--- config.mk ---
export PLATFORM = sky130hd
export DESIGN_NAME = cpu_sequencer
export DESIGN_NICKNAME = d
export VERILOG_FILES = /design/src/rtl/cpu_sequencer.sv
export SDC_FILE = /design/constraint.sdc
export NUM_CORES = 1
export LEC_CHECK = 0
export BUFFER_PORTS_ARGS = -buffer_cell sky130_fd_sc_hd__buf_2
export CORE_MARGIN = 4
export CORE_UTILIZATION = 55
export CTS_BUF_LIST = sky130_fd_sc_hd__clkbuf_8 sky130_fd_sc_hd__clkbuf_16
export CTS_CLUSTER_DIAMETER = 200
export DETAILED_ROUTE_END_ITERATION = 10
export GPL_TIMING_DRIVEN = 0
export PLACE_DENSITY = 0.83
export SETUP_SLACK_MARGIN = 0.4
export SLEW_MARGIN = 30
export SYNTH_ARGS = -nofsm -noshare
export SYNTH_HDL_FRONTEND = slang
export SYNTH_SLANG_ARGS = --single-unit
--- constraint.sdc ---
create_clock -name clock -period 2.2 [get_ports clock]
set_input_delay 0.33 -clock clock [delete_from_list [all_inputs] [get_ports clock]]
set_output_delay 0.33 -clock clock [all_outputs]
set_load 0.005 [all_outputs]
--- src/rtl/cpu_sequencer.sv ---
// -----------------------------------------------------------------------------
// cpu_sequencer
//   Multi-cycle control sequencer for a simple CPU datapath. Walks each
//   instruction through FETCH -> DECODE -> EXECUTE -> [MEMORY] -> WRITEBACK and
//   loops back to FETCH. A taken halt parks the FSM in HALT. A data-memory
//   access that never completes parks it in ERROR. Only reset leaves either
//   state.
//
// Parameters
//   CNT_W        width of the retired-instruction counter
//   MEM_TIMEOUT  MEMORY cycles allowed without mem_ready before a fault
//
// Ports
//   clock, reset         rising-edge clock; asynchronous active-high reset
//   start                leave IDLE (sampled only in IDLE)
//   type_code[1:0]       00 memory, 01 data-processing, 10 branch, 11 halt
//   load_bit             0 = memory read into Rd, 1 = write Rh to memory
//   should_store_link    branch also writes the link register
//   set_cond_bit         instruction updates flags
//   write_condition      condition field passed
//   mem_ready            data memory access complete
//   ir_enable .. cpsr_write  datapath strobes, combinational from state+inputs
//   busy/halted/mem_error    status, decoded from state
//   state[2:0]           current FSM state code
//   retired_count        instructions completed, wraps silently
// -----------------------------------------------------------------------------
module cpu_sequencer #(
  parameter int CNT_W       = 32,
  parameter int MEM_TIMEOUT = 15
) (
  input  logic             clock,
  input  logic             reset,
  input  logic             start,
  input  logic [1:0]       type_code,
  input  logic             load_bit,
  input  logic             should_store_link,
  input  logic             set_cond_bit,
  input  logic             write_condition,
  input  logic             mem_ready,
  output logic             ir_enable,
  output logic             pc_enable,
  output logic             reg_write,
  output logic             link_write,
  output logic             mem_read,
  output logic             mem_write,
  output logic             cpsr_write,
  output logic             busy,
  output logic             halted,
  output logic             mem_error,
  output logic [2:0]       state,
  output logic [CNT_W-1:0] retired_count
);

  typedef enum logic [2:0] {
    S_IDLE      = 3'd0,
    S_FETCH     = 3'd1,
    S_DECODE    = 3'd2,
    S_EXECUTE   = 3'd3,
    S_MEMORY    = 3'd4,
    S_WRITEBACK = 3'd5,
    S_HALT      = 3'd6,
    S_ERROR     = 3'd7
  } state_t;

  // The wait counter only has to reach MEM_TIMEOUT-1.
  localparam int WAIT_W = (MEM_TIMEOUT > 1) ? $clog2(MEM_TIMEOUT) : 1;
  localparam logic [WAIT_W-1:0] WAIT_LAST = WAIT_W'(MEM_TIMEOUT - 1);

  localparam logic [1:0] T_MEM    = 2'b00;
  localparam logic [1:0] T_DP     = 2'b01;
  localparam logic [1:0] T_BRANCH = 2'b10;
  localparam logic [1:0] T_HALT   = 2'b11;

  state_t            state_q;
  logic [WAIT_W-1:0] wait_cnt;

  // NOTE: state registers use non-blocking assignments so every flop samples
  // the pre-edge values; blocking here would create order-dependent races.
  always_ff @(posedge clock or posedge reset) begin
    if (reset) begin
      state_q       <= S_IDLE;
      wait_cnt      <= '0;
      retired_count <= '0;
    end else begin
      unique case (state_q)
        S_IDLE: begin
          if (start) state_q <= S_FETCH;
        end
        S_FETCH: begin
          state_q <= S_DECODE;
        end
        S_DECODE: begin
          if (type_code == T_HALT && write_condition) state_q <= S_HALT;
          else                                        state_q <= S_EXECUTE;
        end
        S_EXECUTE: begin
          // Only a passed memory instruction touches data memory.
          if (write_condition && type_code == T_MEM) begin
            state_q  <= S_MEMORY;
            wait_cnt <= '0;
          end else begin
            state_q  <= S_WRITEBACK;
          end
        end
        S_MEMORY: begin
          // mem_ready is tested first so a completion on the last allowed
          // cycle still retires the instruction.
          if (mem_ready)                  state_q <= S_WRITEBACK;
          else if (wait_cnt == WAIT_LAST) state_q <= S_ERROR;
          else                            wait_cnt <= wait_cnt + WAIT_W'(1);
        end
        S_WRITEBACK: begin
          retired_count <= retired_count + CNT_W'(1);
          state_q       <= S_FETCH;
        end
        S_HALT:  state_q <= S_HALT;
        S_ERROR: state_q <= S_ERROR;
        default: state_q <= S_IDLE;
      endcase
    end
  end

  // Strobes are decoded from the state register, so an asynchronous reset
  // drops them immediately without waiting for a clock edge.
  always_comb begin
    // NOTE: every output gets a default before the case so no path through
    // this block leaves a signal unassigned, which would infer a latch.
    ir_enable  = 1'b0;
    pc_enable  = 1'b0;
    reg_write  = 1'b0;
    link_write = 1'b0;
    mem_read   = 1'b0;
    mem_write  = 1'b0;
    cpsr_write = 1'b0;
    busy       = 1'b0;
    halted     = 1'b0;
    mem_error  = 1'b0;
    unique case (state_q)
      S_FETCH: begin
        busy      = 1'b1;
        ir_enable = 1'b1;
      end
      S_DECODE: busy = 1'b1;
      S_EXECUTE: begin
        busy       = 1'b1;
        cpsr_write = set_cond_bit & write_condition;
      end
      S_MEMORY: begin
        busy      = 1'b1;
        mem_read  = ~load_bit;
        mem_write = load_bit;
      end
      S_WRITEBACK: begin
        busy       = 1'b1;
        pc_enable  = 1'b1;
        reg_write  = write_condition &
                     ((type_code == T_DP) || (type_code == T_MEM && !load_bit));
        link_write = write_condition & (type_code == T_BRANCH) & should_store_link;
      end
      S_HALT:  halted    = 1'b1;
      S_ERROR: mem_error = 1'b1;
      default: ;
    endcase
  end

  assign state = state_q;

endmodule

==> After elaboration in Yosys (flattened, before gate mapping) <==
Cells that the tools add are included.
W data, S select, Z words.
{ "totals": {"reg_bits": 39, "input_bits": 10, "output_inout_bits": 45, "elab_cells": 57} }
{ "op_classes": {"add_sub_neg": 2, "eq_ne": 16, "mux": 20, "n_bitwise": 5, "reduce_logical": 11} }
{ "ops": {"columns": ["op", "n"], "rows": [
  ["$add A32 B1 Y32 const B", 1],
  ["$pmux W3 S8", 1],
  ["$eq A3 B3 Y1 const B", 4],
  ["$mux W3", 4],
  ["$mux W4", 3],
  ["$mux W1", 11],
  ["$ne A2 B2 Y1 const B", 4],
  ["$pmux W4 S2", 1],
  ["$eq A3 B2 Y1 const B", 2],
  ["$reduce_or A5 Y1", 1],
  ["$add A4 B1 Y4 const B", 1],
  ["$and A1 B1 Y1", 4],
  ["$eq A2 B2 Y1 const B", 2],
  ["$eq A4 B4 Y1 const B", 1],
  ["$reduce_and A4 Y1", 1],
  ["$eq A3 B1 Y1 const B", 1],
  ["$logic_and A1 B1 Y1", 3],
  ["$logic_not A3 Y1", 1],
  ["$ne A3 B3 Y1 const B", 1],
  ["$eq A2 B1 Y1 const B", 1],
  ["$logic_not A2 Y1", 1],
  ["$reduce_and A2 Y1", 1],
  ["$reduce_bool A2 Y1", 1],
  ["$logic_not A1 Y1", 1],
  ["other kinds (2)", 2]
]} }

==> Logic depth before layout (Yosys ltp) <==
{ "depth": {"word_depth": 5, "ltp_mapped": 6, "mapped_depth_nobuf": 6} }

==> Least setup slack after synthesis <==
Ideal clock, no wire load.
{ "synth_path": {"kind": "register to register", "startpoint": "register state_q[2] (netlist: state[2])", "endpoint": "register wait_cnt[1]", "setup_ns": 0.125, "arrival_ns": 1.422, "t_required_ns": 2.075, "setup_slack_ns": 0.653, "stages_incl_launch_ff": 5, "path_buffers": 1, "period_less_slack_ns": 1.547, "cell_sequence": "dfrtp_1 -> buf_4 -> nor3b_1 -> o2bb2ai_2 -> mux2_2"} }
{ "synth_between": {"elab_chain_len": 3} }
{ "synth_rtl": {"columns": ["element", "line", "source"], "rows": [
  ["start, declared", "74", "state_t state_q;"],
  ["start signal, assigned", "81", "state_q <= S_IDLE;"],
  ["start signal, assigned", "87", "if (start) state_q <= S_FETCH;"],
  ["start signal, assigned", "90", "state_q <= S_DECODE;"],
  ["$eq A3 B3 Y1 / $eq A3 B2 Y1 (equally long branches)", "85", "unique case (state_q)"],
  ["$ne A2 B2 Y1 (no line) / $reduce_bool A2 Y1 (equally long branches)", null, null],
  ["$reduce_and A4 Y1 (no line)", null, null],
  ["end signal, assigned", "110", "else wait_cnt <= wait_cnt + WAIT_W'(1);"],
  ["end, declared", "75", "logic [WAIT_W-1:0] wait_cnt;"]
]} }
Several ways; a longest one is shown, not always the timed one.
A chain may end at the register's enable or synchronous reset.

==> Worst setup path in the final report <==
{ "layout_path": {"startpoint": "register state_q[2] (netlist: state[2])", "endpoint": "output port mem_read"} }
{ "layout_between": {"elab_chain_len": 2} }
{ "layout_rtl": {"columns": ["element", "line", "source"], "rows": [
  ["$eq A3 B3 Y1", "138", "unique case (state_q)"],
  ["$mux W1", "138", null],
  ["end, declared", "44", "output logic mem_read,"]
]} }
Every way passes these cells.

==> run summary <==
status: finished, final reports clean
PD cells: 500 nW/um^2
vias per inst: 5.61
Final Cell Area: 2560 sq um
Overall Power: 0.00128 W
drc violations: 0
Critical Path Max Stage Delay: 0.41 ns
CTS Buf Count: 5
WP data required: 1.87 ns
die area: 4700 sq um
asr flop ratio synth: 1.00
pin count of the biggest net entering global routing: 27
Initial Util: 0.586
max-slew violations: 0
grt ovf: 0
register bit count reported by yosys: 39
WHS: 0.423 ns
Vias: 1721
first-pass GRT wire length: 7600 um
Worst Hold Launch: mem_ready
crit-path max FO: 8
Die Height: 68.6 um
total wire length: 4780 um
area delta synth->final: 26.8%
Seq/Total Area, Yosys: 0.484
floorplan row count: 21
crit path DAT: 1.42 ns
LEAKAGE: 1.28 nW
all-layer global routing usage: 0.220
drt pass-1 iters: 4
Worst R2R Setup Slack: 0.45 ns
Slew headroom: 0.725
Final period util: 0.794
CP Capture Type: output pin
worst skew pair latency: 0.29 ns
dpl cell area: 2370 sq um
final hold violations: 0
Synth Instances: 190
Min-Delay Path Depth: 4
Post-Syn Area: 2020 sq um
RSZ-0062 raised after global routing: yes
Critical Path Slowest Stage Cell: or3b_4
CTS H-tree depth: 2
routability cong.: 0.821
ANT nets after route: 0
most frequent cells in the layout: 56 x buf_2, 37 x dfrtp_1, 29 x xnor2_1
maximum root-to-sink buffer count: 2
Avg Cell Area, Syn: 10.6 sq um
syn_nets: 203
Hold Path Class: primary input to register
TritonCTS clock tree: yes
reg2reg end: retired_count[27]
final setup violation count: 0
area leader, netlist: dfrtp_1
critical path's top delay family: simple AND/OR/NAND/NOR gates
initial antenna violation count: 0
share of layout cells above drive strength 1: 0.345
crit path cell chain: buf_6 -> or3b_4 -> nor2_2 -> buf_2
DR iter-0 viols: 131
nets@finish: 273
vias in the first global route: 1669
MaxCap Viol Count: 0
Diodes inserted: 0
Die X: 68.6 um
Reg2Reg Launch Point: state[1]
Hold Path End: wait_cnt[0]
CP Class: register to output pin
leading cell type in the layout, fill and taps excluded: buf_2
number of filler cells placed in the layout: 239
Synth area leaders: dfrtp_1 48%, xnor2_1 13%, nand4_1 6.8%
Wirelength per Cell: 15.6 um
Port Buffers: 54
post-synth cell types: 37
Top Ports: 55
CTS Root Buffer Type: clkbuf_8
Final Skew: 0.00208 ns
peak supply drop: 0.333 mV
core box area: 3440 sq um
Slew @ Worst Pin: 0.413 ns
YS warnings: 0
Buf+Inv Stages, Crit Path: 2
Sink Count: 39
total negative setup slack: 0 ns
crit path launch type: register
Highest Clock Rate: 0.572 GHz
Reg clk slew, reported paths: 0.07 ns
dpl hpwl: 3330 um
number of flops mapped to enable cells by yosys: 0
area share of the largest cell type after synthesis: 0.484
Synth Flop Type: dfrtp_1
Final min period: 1.75 ns
Reg2Reg Depth: 5
## what timing repair did
item / in CTS / in global routing
hold endpoints to repair: 13 / 0
setup buffers: 0 / 7
hold buffers: 1 / 0
setup endpoints to repair: 2 / 8
gates resized for setup: 2 / 8
pin swaps: 0 / 2
## worst max path at each step
stage,startpoint,endpoint,slack (ns),cells after the start
after floorplan,state[2],wait_cnt[1],0.65,4
after global placement,state[2],wait_cnt[1],0.52,4
after detailed placement,state[1],retired_count[28],0.51,5
after CTS,state[1],reg_write,0.38,3
after global routing,state[2],mem_read,0.36,4
final,state[2],mem_read,0.45,4
## power breakdown
group | leakage [nW] | internal, W | switching (W) | total, W
clock | 0.0557 | 0.000281 | 0.000242 | 0.000524
sequential | 0.523 | 0.000717 | 0.000000570 | 0.000718
combinational | 0.705 | 0.0000146 | 0.0000244 | 0.0000390
total | 1.28 | 0.00101 | 0.000267 | 0.00128
## sequential cells by signal, indices dropped and copies added, names as in the netlist
signal         cells
wait_cnt           4
state              3
retired_count     32
## metrics by stage
step | setup WS, ns | util | instances
5_1_grt | 0.363 | 0.743 | 307
3_5_place_dp | 0.509 | 0.687 | 291
6_report | 0.452 | 0.743 | 307
3_3_place_gp | 0.519 | 0.682 | 290
4_1_cts | 0.383 | 0.722 | 300
2_1_floorplan | 0.653 | - | 190
## kinds of logic after synthesis
family | after synthesis | synth area share
xor+xnor | 31 | 0.135
compound gates | 12 | 0.0409
fa+ha+maj | 3 | 0.0186
buf+inv | 12 | 0.0329
mux | 2 | 0.0105
simple gates | 91 | 0.279
flops | 39 | 0.484
## final cells by class
class | count | area, sq um | area share
Multi-Input combinational cell | 139 | 998 | 0.390
Sequential cell | 39 | 978 | 0.382
Timing Repair Buffer | 63 | 353 | 0.138
Clock buffer | 7 | 96.3 | 0.0377
Tap cell | 46 | 57.6 | 0.0225
Buffer | 7 | 52.6 | 0.0205
Inverter | 5 | 18.8 | 0.00733
Clock inverter | 1 | 3.75 | 0.00147
## synthesized netlist by cell type (2+ instances only)
master,count
nand2_1,12
inv_1,5
ha_1,3
and4_1,4
xnor2_1,29
and3_1,7
a21oi_1,3
nor3_1,5
nor4_4,2
o21ai_0,4
xor2_1,2
buf_4,3
nand3_1,12
buf_2,2
nor2_1,10
nor3b_1,3
and2_1,4
nand4_1,22
dfrtp_1,39
nand3b_1,2
## worst min-delay path, delay by kind of cell
kind	cells	cell delay (ns)
compound gates	2	0.16
simple gates	1	0.08
buf+inv	1	0.10
## routing by layer
metal,share of wire,vias to the layer above,GRT usage
li1,-,821,-
met1,0.39,839,0.248
met2,0.53,55,0.381
met3,0.065,6,0.0746
met4,0.012,0,0.0844
met5,0,-,0
(Power assumes the default switching activity.)
